$ cat src/rtl/dreg_hist_pkg.sv
// Shared constants and helpers for the history register bank.
package dreg_hist_pkg;

  localparam int DEFAULT_WIDTH    = 8;
  localparam int DEFAULT_CHANNELS = 4;
  localparam int DEFAULT_DEPTH    = 4;

  // Width of a history index: ceil(log2(depth)), never less than one bit.
  function automatic int tapw(input int depth);
    return (depth <= 2) ? 1 : $clog2(depth);
  endfunction

endpackage

$ cat src/rtl/dreg_hist_chan.sv
// One channel: DEPTH-entry load history, fill counter, change flag, tap mux.
module dreg_hist_chan
  import dreg_hist_pkg::*;
#(
  parameter int WIDTH = DEFAULT_WIDTH,
  parameter int DEPTH = DEFAULT_DEPTH,
  localparam int TAPW = tapw(DEPTH)
) (
  input  logic             clk,
  input  logic             clr,
  input  logic             ch_clr,
  input  logic             en,
  input  logic [WIDTH-1:0] d,
  input  logic [TAPW-1:0]  tap_sel,
  output logic [WIDTH-1:0] q,
  output logic [WIDTH-1:0] q_tap,
  output logic             tap_valid,
  output logic             changed,
  output logic             full
);

  // TAPW+1 bits always hold the value DEPTH, so fill and tap indices share a width.
  localparam logic [TAPW:0] DEPTH_T = (TAPW+1)'(DEPTH);

  logic [WIDTH-1:0] hist [DEPTH];
  logic [TAPW:0]    fill;
  logic             changed_r;

  // History shift, fill count and change flag; clears beat loads.
  always_ff @(posedge clk) begin
    if (clr || ch_clr) begin
      for (int k = 0; k < DEPTH; k++) hist[k] <= '0;
      fill      <= '0;
      changed_r <= 1'b0;
    end else if (en) begin
      hist[0] <= d;
      for (int k = 1; k < DEPTH; k++) hist[k] <= hist[k-1];
      if (fill != DEPTH_T) fill <= fill + 1'b1;
      // Empty history reads as zero, so a first load of zero is not a change.
      changed_r <= (d != hist[0]);
    end else begin
      changed_r <= 1'b0;
    end
  end

  // Tap mux; indices past the end of a non-power-of-2 history read as empty.
  always_comb begin
    q_tap     = '0;
    tap_valid = 1'b0;
    if ({1'b0, tap_sel} < DEPTH_T) begin
      q_tap     = hist[tap_sel];
      tap_valid = ({1'b0, tap_sel} < fill);
    end
  end

  assign q       = hist[0];
  assign changed = changed_r;
  assign full    = (fill == DEPTH_T);

endmodule

$ cat src/rtl/dreg_hist_bank.sv
// Bank of CHANNELS independent clearable registers with load history.
module dreg_hist_bank
  import dreg_hist_pkg::*;
#(
  parameter int WIDTH    = DEFAULT_WIDTH,
  parameter int CHANNELS = DEFAULT_CHANNELS,
  parameter int DEPTH    = DEFAULT_DEPTH,
  localparam int TAPW    = tapw(DEPTH)
) (
  input  logic                      clk,
  input  logic                      clr,
  input  logic [CHANNELS*WIDTH-1:0] d,
  input  logic [CHANNELS-1:0]       en,
  input  logic [CHANNELS-1:0]       ch_clr,
  input  logic [TAPW-1:0]           tap_sel,
  output logic [CHANNELS*WIDTH-1:0] q,
  output logic [CHANNELS*WIDTH-1:0] q_tap,
  output logic [CHANNELS-1:0]       tap_valid,
  output logic [CHANNELS-1:0]       changed,
  output logic [CHANNELS-1:0]       full
);

  for (genvar g = 0; g < CHANNELS; g++) begin : g_chan
    dreg_hist_chan #(
      .WIDTH (WIDTH),
      .DEPTH (DEPTH)
    ) u_chan (
      .clk       (clk),
      .clr       (clr),
      .ch_clr    (ch_clr[g]),
      .en        (en[g]),
      .d         (d[g*WIDTH +: WIDTH]),
      .tap_sel   (tap_sel),
      .q         (q[g*WIDTH +: WIDTH]),
      .q_tap     (q_tap[g*WIDTH +: WIDTH]),
      .tap_valid (tap_valid[g]),
      .changed   (changed[g]),
      .full      (full[g])
    );
  end

endmodule

$ cat config.mk
export PLATFORM = sky130hd
export DESIGN_NAME = dreg_hist_bank
export DESIGN_NICKNAME = d
export VERILOG_FILES = /design/src/rtl/dreg_hist_pkg.sv /design/src/rtl/dreg_hist_chan.sv /design/src/rtl/dreg_hist_bank.sv
export SDC_FILE = /design/constraint.sdc
export NUM_CORES = 1
export LEC_CHECK = 0
export BUFFER_PORTS_ARGS = -buffer_cell sky130_fd_sc_hd__buf_2
export CELL_PAD_IN_SITES_DETAIL_PLACEMENT = 2
export CELL_PAD_IN_SITES_GLOBAL_PLACEMENT = 2
export CORE_MARGIN = 2
export CORE_UTILIZATION = 44
export CTS_BUF_LIST = sky130_fd_sc_hd__clkbuf_2
export CTS_CLUSTER_SIZE = 30
export DETAILED_ROUTE_END_ITERATION = 7
export PLACE_DENSITY_LB_ADDON = 0.1
export REMOVE_ABC_BUFFERS = 1
export SLEW_MARGIN = 20
export SYNTH_ARGS = -nofsm -noshare
export SYNTH_HDL_FRONTEND = slang
export SYNTH_SLANG_ARGS = --single-unit
$ cat constraint.sdc
create_clock -name clk -period 5.9 [get_ports clk]
set_clock_uncertainty 0.15 [all_clocks]
set_input_delay 0.885 -clock clk [delete_from_list [all_inputs] [get_ports clk]]
set_output_delay 0.885 -clock clk [all_outputs]
set_load 0.05 [all_outputs]
==> results.py <==
metrics = {
    "run_status": {
        "status": "completed",
    },
    "grt": {
        "overflow": 0,
        "grt_max_degree": 37,
        "grt_util_met3": 0.0454,
        "met1_usage": 0.275,
        "busiest_layer": "met2",
        "grt_pass1_wl_um": 26500,
        "met2_usage": 0.351,
        "antenna_found_initial": 1,
        "grt_usage": 0.208,
        "first_global_vias": 4706,
    },
    "sta": {
        "worst_pin_slew_ns": 0.643,
        "slew_viol_final": 0,
        "setup_violations": 0,
        "holdWs_ns": 0.238,
        "slew_headroom": 0.571,
        "period_share": 0.639,
        "min_period_ns": 3.77,
        "fmax_mhz": 265,
        "rsz0062_at_grt": "no",
        "hold_viol_final": 0,
        "setup_tns_ns": 0,
    },
    "power": {
        "pwr-share-seq": 0.546,
        "p_clk_frac": 0.312,
        "p_per_area_nw_per_um2": 277,
        "ir_drop_mv": 0.128,
        "total_switching_power_uw": 613,
        "p_leak_uw": 0.00383,
        "sw_frac_of_total": 0.282,
        "p_comb_frac": 0.143,
        "intPower_uw": 1560,
    },
    "layout": {
        "layout.cells.non_filler": 801,
        "final_cell_mix": "132 x and3_1, 128 x edfxtp_1, 119 x buf_2, 32 x xor2_1, 28 x mux4_2",
        "final_common_cell": "and3_1",
        "fillers": 1434,
        "area_growth_syn_to_layout_pct": 14.0,
        "drive_gt1_frac": 0.321,
        "nets": 632,
    },
    "floorplan": {
        "die-area_um2": 16700,
        "die_x_um": 129,
        "core_um2": 15300,
        "die_h_um": 129,
        "ios": 120,
        "start_util": 0.452,
        "rows": 45,
    },
    "clock_network": {
        "clock_latency_ns": 0.70,
        "clkSinkCount": 144,
        "holdBufCountCts": 0,
        "cts_setup_buffers": 0,
        "cts_tree": "built",
        "cts_buffer_depth": 2,
        "clk_pin_slew_worst_paths_ns": 0.20,
        "cts_resized": 0,
        "cts-htree-levels": 4,
        "cts_made_buffers": 17,
        "root_buffer": "clkbuf_2",
    },
    "logic_synthesis": {
        "synth_cells": 472,
        "synth_edf_count": 128,
        "yosysSeqAreaShare": 0.604,
        "syn_area_um2": 6890,
        "yosysUniqueCellTypes": 25,
        "syn_avg_cell_area_um2": 14.6,
        "synth.area.top_cells": "edfxtp_1 56%, and3_1 12%, mux4_2 9.1%",
        "synth-main-ff-cell": "edfxtp_1",
        "synth_top_area_cell": "edfxtp_1",
        "synth_top_area_frac": 0.558,
        "synth-seq-cells": 144,
        "ys_async_sr_fraction": 0,
        "yosysWarnings": 0,
    },
    "worst_setup_path": {
        "worstSetupPathType": "in -> out",
        "worstPathMaxFanout": 19,
        "cp-start-kind": "input pin",
        "cp.arrival_ns": 2.74,
        "end_kind": "primary output",
        "required_ns": 4.87,
        "r2r_cells": 5,
    },
    "route": {
        "drtIter0Drc": 269,
        "viasPerCell": 5.49,
        "ant_nets": 0,
        "drt-total-wl_um": 16900,
        "post-route-drc-count": 0,
        "dr_total_vias": 4401,
        "post_drt_wl_per_cell_um": 21.1,
        "drtPass1Iterations": 4,
    },
    "placed_design": {
        "gp_congestion": 0.748,
        "dp.cells": 768,
        "hpwl_um": 11200,
        "port_buffers": 119,
    },
    "min_path": {
        "worstHoldPathCells": 2,
        "hp-class": "in -> reg",
    },
    "job": {
        "drv_cap": 0,
    },
}
cells by family (layout without fill, tap and decap cells):
family | after synthesis | after routing | synth area share
muxes | 36 | 36 | 0.113
DFF | 144 | 144 | 0.604
and+or+nand+nor | 164 | 164 | 0.146
xor gates and xnor gates | 36 | 36 | 0.0457
AOI/OAI and AO/OA | 24 | 24 | 0.0254
adders and majority gates | 12 | 12 | 0.0218
other | 0 | 1 | 0
buffers and inverters | 56 | 173 | 0.0445
worst paths after layout:
| check | from | to | slack [ns] |
|---|---|---|---|
| max | tap_sel[0] | q_tap[7] | 2.13 |
| min | ch_clr[2] | g_chan[2].u_chan.fill[0] | 0.24 |
| max reg2reg | g_chan[0].u_chan.fill[0] | g_chan[0].u_chan.fill[1] | 4.35 |
| min reg2reg | g_chan[2].u_chan.fill[1] | g_chan[2].u_chan.fill[1] | 0.42 |
stage by stage:
step / total power [µW] / util / setup slack [ns] / instance area [µm²]
after floorplan: 1400 / - / 2.53 / 6630
after detailed placement: 1520 / 0.496 / 2.06 / 7570
after CTS: 2200 / 0.515 / 2.05 / 7850
final: 2180 / 0.515 / 2.13 / 7860
after global routing: 2260 / 0.515 / 1.94 / 7860
after global placement: 1510 / 0.496 / 2.07 / 7570
worst max-delay path, cell delays in order:
cell,delay (ns)
buf_2,0.50
buf_4,0.49
mux4_1,0.61
buf_2,0.23
cells in the mapped netlist, types with 8 or more instances:
cell / count
and2_1: 8
inv_1: 12
xor2_1: 32
buf_4: 12
clkbuf_1: 25
mux4_2: 28
dfxtp_1: 16
o21a_1: 8
edfxtp_1: 128
nor3_1: 8
ha_1: 12
nor4_1: 8
and3_1: 132
sequential cells by signal, summed over array words and instances (netlist names):
register and count:
g_chan.u_chan.fill 12, g_chan.u_chan.changed 4, g_chan.u_chan.hist 128
routing by layer:
metal / routed length, µm / part of all wire / up-vias
li1: - / - / 2013
met1: 7460 / 0.44 / 2269
met2: 8570 / 0.51 / 102
met3: 672 / 0.040 / 17
met4: 178 / 0.011 / 0
met5: 0 / 0 / -
final cells by class:
cell class,instances,area [µm²],area share
diodes,1,2.50,0.000319
clock buffers,19,95.1,0.0121
clock inverters,13,191,0.0244
inverters,12,45.0,0.00573
multi-input cells,272,2420,0.308
flip-flops and latches,144,4160,0.530
well taps,211,264,0.0336
repair buffers,129,671,0.0854
power groups by stage:
stage | clock (µW) | sequential [µW] | combinational, µW
floorplan | 0 | 1250 | 156
global placement | 0 | 1210 | 304
detailed placement | 0 | 1210 | 313
CTS | 695 | 1190 | 315
global route | 733 | 1200 | 332
finish | 678 | 1190 | 311
(Power assumes the default switching activity.)
